--- src/rtl/ctrl_unit_mc.sv ---
// ctrl_unit_mc: multicycle Moore control FSM for the RV64 datapath.
// It steps each instruction through fetch, a configurable I-memory wait,
// PC increment and decode. It then runs the execute, branch, jump,
// load/store or exception sequence. Load/store sizes are decoded from funct3
// and the address is checked for alignment. Data-memory access uses a ready
// handshake with a timeout. Faults go to a cause-coded exception path.
//
// Strobes and selects come from the state register. Field-dependent selects
// (size, branch op, ALU op, write-back source) also use the held IR contents.
// The only exception is LoadMDR, which is qualified by mem_ready.
//
// Ports:
//   clk, Reset (async, active-high; forces every output low while high)
//   instruction[31:0] IR contents, alu_lo[2:0] ALUOut low bits, mem_ready
//   PCWrite, PCWriteCond, PCSrc[1:0], ALUSrcA, ALUSrcB[1:0], ALUFunct[2:0]
//   ld_en[4:0] {LoadIR,LoadRegA,LoadRegB,LoadALUOut,LoadMDR}
//   mem_req, DMemWrite, WriteReg, MemToReg[3:0], BranchOp[1:0]
//   ShiftControl[1:0], tam[1:0], LoadExc, SrcExc[1:0], halted, state
//
// Build option: define CTRL_MULDIV_EN to route R-type funct7=0000001
// through a multiply/divide unit. This adds the muldiv_start output and the
// muldiv_done input. When undefined, those encodings are illegal.
module ctrl_unit_mc #(
  parameter int IMEM_WAIT   = 1,
  parameter int MEM_TIMEOUT = 15,
  parameter int STATE_W     = 6
) (
  input  logic               clk,
  input  logic               Reset,
  input  logic [31:0]        instruction,
  input  logic [2:0]         alu_lo,
  input  logic               mem_ready,
  output logic               PCWrite,
  output logic               PCWriteCond,
  output logic [1:0]         PCSrc,
  output logic               ALUSrcA,
  output logic [1:0]         ALUSrcB,
  output logic [2:0]         ALUFunct,
  output logic [4:0]         ld_en,
  output logic               mem_req,
  output logic               DMemWrite,
  output logic               WriteReg,
  output logic [3:0]         MemToReg,
  output logic [1:0]         BranchOp,
  output logic [1:0]         ShiftControl,
  output logic [1:0]         tam,
  output logic               LoadExc,
  output logic [1:0]         SrcExc,
  output logic               halted,
`ifdef CTRL_MULDIV_EN
  output logic               muldiv_start,
  input  logic               muldiv_done,
`endif
  output logic [STATE_W-1:0] state
);

  localparam logic [STATE_W-1:0] S_FETCH   = 'd0;
  localparam logic [STATE_W-1:0] S_FWAIT   = 'd1;
  localparam logic [STATE_W-1:0] S_PCINC   = 'd2;
  localparam logic [STATE_W-1:0] S_DECODE  = 'd3;
  localparam logic [STATE_W-1:0] S_EXEC    = 'd4;
  localparam logic [STATE_W-1:0] S_WB      = 'd5;
  localparam logic [STATE_W-1:0] S_BR      = 'd6;
  localparam logic [STATE_W-1:0] S_BR_WAIT = 'd7;
  localparam logic [STATE_W-1:0] S_LINK    = 'd8;
  localparam logic [STATE_W-1:0] S_JADDR   = 'd9;
  localparam logic [STATE_W-1:0] S_JUMP    = 'd10;
  localparam logic [STATE_W-1:0] S_ADDR    = 'd11;
  localparam logic [STATE_W-1:0] S_ALIGN   = 'd12;
  localparam logic [STATE_W-1:0] S_MEM     = 'd13;
  localparam logic [STATE_W-1:0] S_LD_WB   = 'd14;
  localparam logic [STATE_W-1:0] S_EXC     = 'd15;
  localparam logic [STATE_W-1:0] S_EXC_VEC = 'd16;
  localparam logic [STATE_W-1:0] S_HALT    = 'd17;
  localparam logic [STATE_W-1:0] S_MD_ST   = 'd18;
  localparam logic [STATE_W-1:0] S_MD_WAIT = 'd19;

  localparam logic [7:0] IW_LAST = 8'(IMEM_WAIT - 1);
  localparam logic [7:0] TMO     = 8'(MEM_TIMEOUT);

  logic [STATE_W-1:0] state_q, state_d;
  logic [7:0]         cnt_q, cnt_d;
  logic [1:0]         cause_q, cause_d;

  // Instruction field decode
  logic [6:0] opcode, funct7;
  logic [2:0] funct3;
  logic [4:0] rd;
  logic       is_r, is_i, is_lui, is_br, is_jal, is_jalr, is_ld, is_st;
  logic       is_ebreak, is_md, r_ok, i_ok, br_ok;
  logic [1:0] size, br_op, shift_sel;
  logic [2:0] exec_funct;
  logic [3:0] wb_sel;
  logic       misaligned;

  assign opcode    = instruction[6:0];
  assign rd        = instruction[11:7];
  assign funct3    = instruction[14:12];
  assign funct7    = instruction[31:25];
  assign is_r      = (opcode == 7'b0110011);
  assign is_i      = (opcode == 7'b0010011);
  assign is_lui    = (opcode == 7'b0110111);
  assign is_br     = (opcode == 7'b1100011);
  assign is_jal    = (opcode == 7'b1101111);
  assign is_jalr   = (opcode == 7'b1100111) && (funct3 == 3'b000);
  assign is_ld     = (opcode == 7'b0000011);
  assign is_st     = (opcode == 7'b0100011) && !funct3[2];
  assign is_ebreak = (instruction == 32'h0010_0073);
  assign is_md     = is_r && (funct7 == 7'b0000001);

  assign r_ok = ((funct7 == 7'b0000000) && (funct3 == 3'b000 || funct3 == 3'b001 ||
                  funct3 == 3'b010 || funct3 == 3'b101 || funct3 == 3'b111)) ||
                ((funct7 == 7'b0100000) && (funct3 == 3'b000 || funct3 == 3'b101));
  // RV64 immediate shifts carry a 6-bit shamt, so only instruction[31:26] is the opcode extension.
  assign i_ok = (funct3 == 3'b000) || (funct3 == 3'b010) ||
                ((funct3 == 3'b001) && (instruction[31:26] == 6'b000000)) ||
                ((funct3 == 3'b101) && (instruction[31:26] == 6'b000000 ||
                                        instruction[31:26] == 6'b010000));
  assign br_ok = (funct3 == 3'b000) || (funct3 == 3'b001) ||
                 (funct3 == 3'b100) || (funct3 == 3'b101);

  // funct3[1:0] encodes log2(bytes); tam counts the other way.
  assign size       = ~funct3[1:0];
  assign misaligned = (size == 2'b00) ? (alu_lo != 3'b000) :
                      (size == 2'b01) ? (alu_lo[1:0] != 2'b00) :
                      (size == 2'b10) ? alu_lo[0] : 1'b0;
  assign br_op      = (funct3 == 3'b001) ? 2'b01 : (funct3 == 3'b101) ? 2'b10 :
                      (funct3 == 3'b100) ? 2'b11 : 2'b00;
  assign shift_sel  = (funct3 == 3'b101) ? (instruction[30] ? 2'b10 : 2'b01) : 2'b00;
  // slt/slti compare through a subtract.
  assign exec_funct = ((is_r && funct7 == 7'b0100000 && funct3 == 3'b000) ||
                       funct3 == 3'b010) ? 3'b010 :
                      (is_r && funct3 == 3'b111) ? 3'b011 : 3'b001;
  assign wb_sel     = is_lui ? 4'd2 : is_md ? 4'd6 :
                      (funct3 == 3'b010) ? 4'd5 :
                      (funct3 == 3'b001 || funct3 == 3'b101) ? 4'd4 : 4'd0;

  always_comb begin
    state_d = state_q;
    cnt_d   = cnt_q;
    cause_d = cause_q;
    case (state_q)
      S_FETCH: begin
        cnt_d = '0;
        state_d = (IMEM_WAIT == 0) ? S_PCINC : S_FWAIT;
      end
      S_FWAIT: begin
        if (cnt_q == IW_LAST) begin
          state_d = S_PCINC;
          cnt_d   = '0;
        end else begin
          cnt_d = cnt_q + 8'd1;
        end
      end
      S_PCINC: state_d = S_DECODE;
      S_DECODE: begin
        if (is_ebreak)                          state_d = S_HALT;
        else if ((is_r && r_ok) || (is_i && i_ok))
          state_d = (is_i && funct3 == 3'b000 && rd == 5'd0) ? S_FETCH : S_EXEC;
`ifdef CTRL_MULDIV_EN
        else if (is_md)                         state_d = S_MD_ST;
`endif
        else if (is_lui)                        state_d = S_WB;
        else if (is_br && br_ok)                state_d = S_BR;
        else if (is_jal || is_jalr)             state_d = S_LINK;
        else if (is_ld || is_st)                state_d = S_ADDR;
        else begin
          state_d = S_EXC;
          cause_d = 2'b00;
        end
      end
      S_EXEC:    state_d = S_WB;
      S_WB:      state_d = S_FETCH;
      S_BR:      state_d = S_BR_WAIT;
      S_BR_WAIT: state_d = S_FETCH;
      S_LINK:    state_d = is_jalr ? S_JADDR : S_JUMP;
      S_JADDR:   state_d = S_JUMP;
      S_JUMP:    state_d = S_FETCH;
      S_ADDR:    state_d = S_ALIGN;
      S_ALIGN: begin
        if (misaligned) begin
          state_d = S_EXC;
          cause_d = 2'b10;
        end else begin
          state_d = S_MEM;
          cnt_d   = 8'd1;   // counter holds the 1-based MEM cycle number
        end
      end
      S_MEM: begin
        if (mem_ready) begin
          state_d = is_ld ? S_LD_WB : S_FETCH;
          cnt_d   = '0;
        end else if (cnt_q == TMO) begin
          state_d = S_EXC;
          cause_d = 2'b01;
          cnt_d   = '0;
        end else begin
          cnt_d = cnt_q + 8'd1;
        end
      end
      S_LD_WB:   state_d = S_FETCH;
      S_EXC:     state_d = S_EXC_VEC;
      S_EXC_VEC: state_d = S_FETCH;
      S_HALT:    state_d = S_HALT;
`ifdef CTRL_MULDIV_EN
      S_MD_ST:   state_d = S_MD_WAIT;
      S_MD_WAIT: if (muldiv_done) state_d = S_WB;
`endif
      default:   state_d = S_FETCH;
    endcase
  end

  always_ff @(posedge clk or posedge Reset) begin
    if (Reset) begin
      state_q <= S_FETCH;
      cnt_q   <= '0;
      cause_q <= 2'b00;
    end else begin
      state_q <= state_d;
      cnt_q   <= cnt_d;
      cause_q <= cause_d;
    end
  end

  assign state = state_q;

  always_comb begin
    PCWrite = 1'b0; PCWriteCond = 1'b0; PCSrc = 2'b00; ALUSrcA = 1'b0;
    ALUSrcB = 2'b00; ALUFunct = 3'b000; ld_en = 5'b00000; mem_req = 1'b0;
    DMemWrite = 1'b0; WriteReg = 1'b0; MemToReg = 4'd0; BranchOp = 2'b00;
    ShiftControl = 2'b00; tam = 2'b00; LoadExc = 1'b0; SrcExc = 2'b00;
    halted = 1'b0;
`ifdef CTRL_MULDIV_EN
    muldiv_start = 1'b0;
`endif
    // Reset is asynchronous, so outputs drop in the same cycle it rises.
    if (!Reset) begin
      case (state_q)
        S_FETCH:  ld_en = 5'b10000;
        S_PCINC:  begin PCWrite = 1'b1; ALUSrcB = 2'b01; ALUFunct = 3'b001; end
        S_DECODE: begin ALUSrcB = 2'b11; ALUFunct = 3'b001; ld_en = 5'b01110; end
        S_EXEC: begin
          ALUSrcA = 1'b1; ALUSrcB = is_r ? 2'b00 : 2'b10;
          ALUFunct = exec_funct; ld_en = 5'b00010; ShiftControl = shift_sel;
        end
        S_WB: begin WriteReg = 1'b1; MemToReg = wb_sel; ShiftControl = shift_sel; end
        S_BR: begin
          ALUSrcA = 1'b1; ALUFunct = 3'b010; PCWriteCond = 1'b1;
          PCSrc = 2'b01; BranchOp = br_op;
        end
        S_LINK:   begin WriteReg = 1'b1; MemToReg = 4'd3; end
        S_JADDR:  begin ALUSrcA = 1'b1; ALUSrcB = 2'b10; ALUFunct = 3'b001; ld_en = 5'b00010; end
        S_JUMP:   begin PCWrite = 1'b1; PCSrc = 2'b01; end
        S_ADDR: begin
          ALUSrcA = 1'b1; ALUSrcB = 2'b10; ALUFunct = 3'b001; ld_en = 5'b00010; tam = size;
        end
        S_ALIGN:  tam = size;
        S_MEM: begin
          mem_req = 1'b1; DMemWrite = is_st; tam = size;
          ld_en = {4'b0000, is_ld & mem_ready};
        end
        S_LD_WB:   begin WriteReg = 1'b1; MemToReg = 4'd1; tam = size; end
        S_EXC:     begin LoadExc = 1'b1; SrcExc = cause_q; end
        S_EXC_VEC: begin PCWrite = 1'b1; PCSrc = 2'b10; end
        S_HALT:    halted = 1'b1;
`ifdef CTRL_MULDIV_EN
        S_MD_ST:   muldiv_start = 1'b1;
`endif
        default: ;
      endcase
    end
  end

endmodule
--- config.mk ---
export PLATFORM = sky130hd
export DESIGN_NAME = ctrl_unit_mc
export DESIGN_NICKNAME = d
export VERILOG_FILES = /design/src/rtl/ctrl_unit_mc.sv
export SDC_FILE = /design/constraint.sdc
export NUM_CORES = 1
export LEC_CHECK = 0
export ABC_AREA = 1
export BUFFER_PORTS_ARGS = -buffer_cell sky130_fd_sc_hd__buf_4
export CORE_MARGIN = 10
export CORE_UTILIZATION = 50
export CTS_BUF_LIST = sky130_fd_sc_hd__clkbuf_2 sky130_fd_sc_hd__clkbuf_4 sky130_fd_sc_hd__clkbuf_8
export CTS_CLUSTER_SIZE = 14
export DETAILED_ROUTE_END_ITERATION = 10
export MAX_ROUTING_LAYER = met4
export PLACE_DENSITY = 0.82
export SLEW_MARGIN = 10
export SYNTH_ARGS = -nofsm -noshare
export SYNTH_HDL_FRONTEND = slang
export SYNTH_SLANG_ARGS = --single-unit
--- constraint.sdc ---
create_clock -name clk -period 4.65 [get_ports clk]
set_input_delay 0.93 -clock clk [delete_from_list [all_inputs] [get_ports clk]]
set_output_delay 0.93 -clock clk [all_outputs]
set_load 0.02 [all_outputs]
* Word level (Yosys, flattened, before mapping)
Index checks and enable logic that the tools add are counted.
Operators by class: $add $sub $neg 1, equality and inequality tests 48, mux-type cells 78, bitwise gates (word level) 2, reductions and logical operators 56
Operators with widths (count):
- $pmux W6 S13 | 1
- $mux W2 | 30
- $eq A6 B4 Y1 const B | 8
- $eq A32 B21 Y1 const B | 1
- $mux W8 | 4
- $pmux W8 S4 | 1
- $eq A7 B6 Y1 const B | 4
- $mux W3 | 8
- $ne A2 B2 Y1 const B | 11
- $eq A7 B7 Y1 const B | 3
- $pmux W5 S4 | 1
- $mux W1 | 19
- $eq A6 B3 Y1 const B | 3
- $eq A6 B5 Y1 const B | 3
- $mux W6 | 3
- $logic_or A1 B1 Y1 | 17
- $mux W4 | 4
- $logic_and A1 B1 Y1 | 15
- $eq A6 B2 Y1 const B | 2
- $logic_not A6 Y1 | 2
- $pmux W2 S3 | 2
- $reduce_or A4 Y1 | 3
- $mux W5 | 2
- $reduce_and A10 Y1 | 1
- 29 further kinds | 37
Storage, ports and cells: flip-flop bits (word level) 16, input bits 38, output and inout port bits 38, word-level logic and storage cells 188

* Depth between registers and ports, before layout
word-level depth 12, mapped depth 13

* Worst setup path after synthesis
Ideal clock, no wire load.
path kind input port to output port, start in instruction[1], end out MemToReg[2], arrival 2.243 ns, path slack 1.477 ns, stages on the path 8, path buffers 0, cell sequence nand2_1 > nor2_1 > nand2_1 > nor2_1 > inv_1 > nor3_2 > nor3_1 > nor4_1
Between the ends: word-level cells in the longest chain between the ends 6, elaborated cells between the ends (all ways) 7, those cells by class eq/ne: 2; mux: 4; reduce/logical: 1
Ends and longest elaborated chain:
- start: declaration | line 30 | input logic [31:0] instruction,
- $eq A7 B6 Y1 | line 100 | assign is_r = (opcode == 7'b0110011);
- $logic_and A1 B1 Y1 | line 109 | assign is_md = is_r && (funct7 == 7'b0000001);
- $mux W3 | line 134 | assign wb_sel = is_lui ? 4'd2 : is_md ? 4'd6 :
- $mux W3 * | line 134
- $pmux W3 S3 * | line 238 | case (state_q)
- $mux W3 * | line 237 | if (!Reset) begin
- end: declaration | line 43 | output logic [3:0] MemToReg,
Every way passes the cells marked *; elsewhere a longest branch is shown, timed or not.

* Worst setup path in the final report
Same ends and word-level chain as after synthesis.

==> results.ini <==
[synth]
synth_flop_cell=sky130_fd_sc_hd__dfrtp_1
synth_area_um2=1893
ys_seq_elements=15
synth-edff-count=0
syn-mean-instance-area_um2=5.825
number_of_synthesis_warnings=0
yosysSeqAreaShare_pct=19.83
synth.lib_cells_used.distinct=43
async_reset_ff_share_pct=100.0
synth_cells=325

[clocking]
clock_tree_from_tritoncts=done
clock-root-buffer=sky130_fd_sc_hd__clkbuf_8
cts.reportedPaths.clkPinSlew_ps=60
cts-htree-levels=1
cts.repair_timing.setup_buffer_count=0
post_cts_resize_count=0
clkSinkCount=15
clockBufferDepth=2
cts_made_buffers=3
clock_latency_ps=250
cts_hold_buffers=0

[floorplanning]
initial_standard_cell_utilization_of_the_core_pct=51.71
core_area_um2=3661
rows=22
top_level_ports=76
die_width_um=81.53
fp.dieArea_um2=6647
die_height_um=81.53

[critical_path]
crit-reg2reg-launch=cnt_q[0]
worstSetupStartpoint=instruction[1]
path_max_fanout=4
timing.reg2reg.worst_path_depth=10
r2r-end=cause_q[0]
setup.worst_path.start_class=primary input
worstSetupPathType=in2out
arrival_ps=2320
crit_path_end_kind=output pin
reg2reg_slack_ps=2890
worst_setup_path_endpoint=MemToReg[2]
cp_data_required_time_ps=3720

[routing]
post_dr_wirelength_cell_um=13.07
initialDrtViolationCount=154
wl_um=5816
drc=0
detailedRoute.firstPassIterationCount=4
via_per_inst=5.139
vias=2287
detail-route-antenna-nets=0

[pwr]
power_frac_comb_pct=65.7
internal_power_mw=0.4256
worst_case_vdd_ir_drop_mv=0.1373
power_per_cell_area_nw_per_um2=357.7
netSwitchingFraction_pct=52.58
netSwitchingPower_mw=0.4719
power_frac_clock_pct=12.0
power_frac_seq_pct=22.3
power_leakage_nw=1.361

[finish]
nNetsFinal=438
number_of_fill_cells_in_the_layout=362
combined_area_of_the_multi_input_logic_cells_um2=1259
antenna_cells=0
synth_to_layout_area_growth_pct=32.52
seqCellArea_um2=375.4
layout-drive-gt1-share_pct=26.95
postLayoutCoreUtil_pct=68.52

[grt]
globalRouteTotalUtil_pct=18.44
global_route.overflow_total=0
antenna_found_initial=0
maximum_number_of_pins_on_one_net_before_global_route_repair=22
global_route_wire_length_before_repair_um=9749
grt_pass1_vias=2204

[run]
drv_cap=0

[timing]
worst_clock_skew_ps=3.297
maxSlewHeadroom_pct=48.84
rsz0062_at_grt=no
layout_worst_path_cycle_share_pct=70.00
timing.setup.tns_ps=0
report.final.slew_viol_count=0
count_of_final_hold_check_violations=0
final_critical_path_required_period_ps=3255
whs_ps=486.4
finalSetupViolations=0
max_freq_mhz=307.2
slew_of_the_pin_with_the_lowest_slew_margin_ps=766.6

[placement]
total_half_perimeter_wirelength_after_legalization_and_detailed_placement_um=4946
finalWeightedCongestion=0.9480
numPortBuffers=72

[worst_hold_path]
min-delay-path-class=reg2reg

[status]
run_status=finished clean

[flip-flops by register name (all words and copies together), names as in the netlist]
register  count
cause_q       2
state         5
cnt_q         8
[cell families (layout without fill, tap and decap cells)]
kind of cell | count (synthesis) | count (layout) | synth area share, %
AOI/OAI and AO/OA | 35 | 35 | 13.15
DFF | 15 | 15 | 19.83
buffers and inverters | 66 | 136 | 14.08
other | 1 | 3 | 0.1981
adders and majority gates | 2 | 2 | 1.322
and+or+nand+nor | 204 | 204 | 50.50
xor gates and xnor gates | 2 | 2 | 0.9255
[synth_stat cells (2+ instances only)]
master	n	area share [%]
sky130_fd_sc_hd__o21bai_1	2	0.79
sky130_fd_sc_hd__inv_1	53	11
sky130_fd_sc_hd__nor4_1	3	0.99
sky130_fd_sc_hd__o221ai_1	3	1.4
sky130_fd_sc_hd__nor2_2	4	1.3
sky130_fd_sc_hd__buf_4	4	1.6
sky130_fd_sc_hd__nor2_1	69	14
sky130_fd_sc_hd__nand4_1	3	0.99
sky130_fd_sc_hd__inv_2	6	1.2
sky130_fd_sc_hd__a21boi_1	2	0.79
sky130_fd_sc_hd__a31oi_1	2	0.66
sky130_fd_sc_hd__nor2_4	2	1.2
sky130_fd_sc_hd__nor2_8	2	2.1
sky130_fd_sc_hd__dfrtp_1	15	20
sky130_fd_sc_hd__ha_1	2	1.3
sky130_fd_sc_hd__nor3_1	15	4.0
sky130_fd_sc_hd__nor3_2	2	1.1
sky130_fd_sc_hd__a21oi_1	6	1.6
sky130_fd_sc_hd__nand2_1	75	15
sky130_fd_sc_hd__nand2_2	4	1.3
sky130_fd_sc_hd__o21ai_1	2	0.53
sky130_fd_sc_hd__a22oi_1	2	0.79
sky130_fd_sc_hd__nand2_4	2	1.2
sky130_fd_sc_hd__o21ai_2	2	0.93
sky130_fd_sc_hd__nand3b_1	3	1.2
sky130_fd_sc_hd__o21ai_0	7	1.9
sky130_fd_sc_hd__nand3_1	17	4.5
[through the flow]
step	power, mW	area [µm²]	instances	setup slack, ps
after floorplan	0.6041	1901	327	1477
after global placement	0.7826	2462	441	1464
after detailed placement	0.7910	2462	441	1416
after CTS	0.9006	2509	445	1403
after global routing	0.9739	2509	445	1175
final	0.8975	2509	445	1395
[worst max-delay path, cell delays in order]
cell                      delay, ps
sky130_fd_sc_hd__buf_4           80
sky130_fd_sc_hd__nand2_1         60
sky130_fd_sc_hd__nor2_1          90
sky130_fd_sc_hd__nand2_1        120
sky130_fd_sc_hd__nor2_1         280
sky130_fd_sc_hd__inv_1          120
sky130_fd_sc_hd__nor3_2         180
sky130_fd_sc_hd__nor3_1          80
sky130_fd_sc_hd__nor4_1         190
sky130_fd_sc_hd__buf_4          190
[layout by cell type (no fill, tap or decap), types with 2 or more instances in the layout]
master,instances
sky130_fd_sc_hd__nand2_1,75
sky130_fd_sc_hd__buf_4,72
sky130_fd_sc_hd__nor2_1,69
sky130_fd_sc_hd__inv_1,53
sky130_fd_sc_hd__nand3_1,17
sky130_fd_sc_hd__nor3_1,15
sky130_fd_sc_hd__dfrtp_1,15
sky130_fd_sc_hd__o21ai_0,7
sky130_fd_sc_hd__inv_2,6
sky130_fd_sc_hd__a21oi_1,6
sky130_fd_sc_hd__nor2_2,4
sky130_fd_sc_hd__nand2_2,4
sky130_fd_sc_hd__nand3b_1,3
sky130_fd_sc_hd__o221ai_1,3
sky130_fd_sc_hd__nand4_1,3
sky130_fd_sc_hd__nor4_1,3
sky130_fd_sc_hd__conb_1,3
sky130_fd_sc_hd__clkbuf_8,3
sky130_fd_sc_hd__nor2_4,2
sky130_fd_sc_hd__nand2_4,2
sky130_fd_sc_hd__nor2_8,2
sky130_fd_sc_hd__o21bai_1,2
sky130_fd_sc_hd__nor3_2,2
sky130_fd_sc_hd__o21ai_2,2
sky130_fd_sc_hd__a22oi_1,2
sky130_fd_sc_hd__o21ai_1,2
sky130_fd_sc_hd__a31oi_1,2
sky130_fd_sc_hd__a21boi_1,2
sky130_fd_sc_hd__ha_1,2
[how the worst min path moves through the flow]
stage / depth (start not counted) / end / startpoint
detailed placement: 2 / cause_q[0] / cause_q[0]
CTS: 2 / cause_q[0] / cause_q[0]
global placement: 2 / cause_q[0] / cause_q[0]
floorplan: 2 / cause_q[0] / cause_q[0]
finish: 2 / cause_q[0] / cause_q[0]
global route: 2 / cause_q[0] / cause_q[0]
[power groups by stage]
| stage | registers, mW | logic, mW | clock network [mW] |
|---|---|---|---|
| floorplan | 0.215 | 0.389 | 0 |
| global placement | 0.201 | 0.582 | 0 |
| detailed placement | 0.202 | 0.589 | 0 |
| CTS | 0.199 | 0.591 | 0.110 |
| global route | 0.204 | 0.656 | 0.114 |
| finish | 0.200 | 0.590 | 0.108 |
[routing by layer]
metal	part of all wire, %	GRT usage [%]
met5	0	-
met4	1.5	5.190
met3	7.3	3.603
met2	47	30.73
met1	44	22.04
[layout make-up]
class	instances	area share (%)
Timing Repair Buffer	72	21.55
Clock buffer	3	1.646
Inverter	60	9.077
Tap cell	48	2.394
Sequential cell	15	14.96
Multi-Input combinational cell	246	50.17
Clock inverter	1	0.1995
Note: power is estimated with default switching activity, not from simulation.
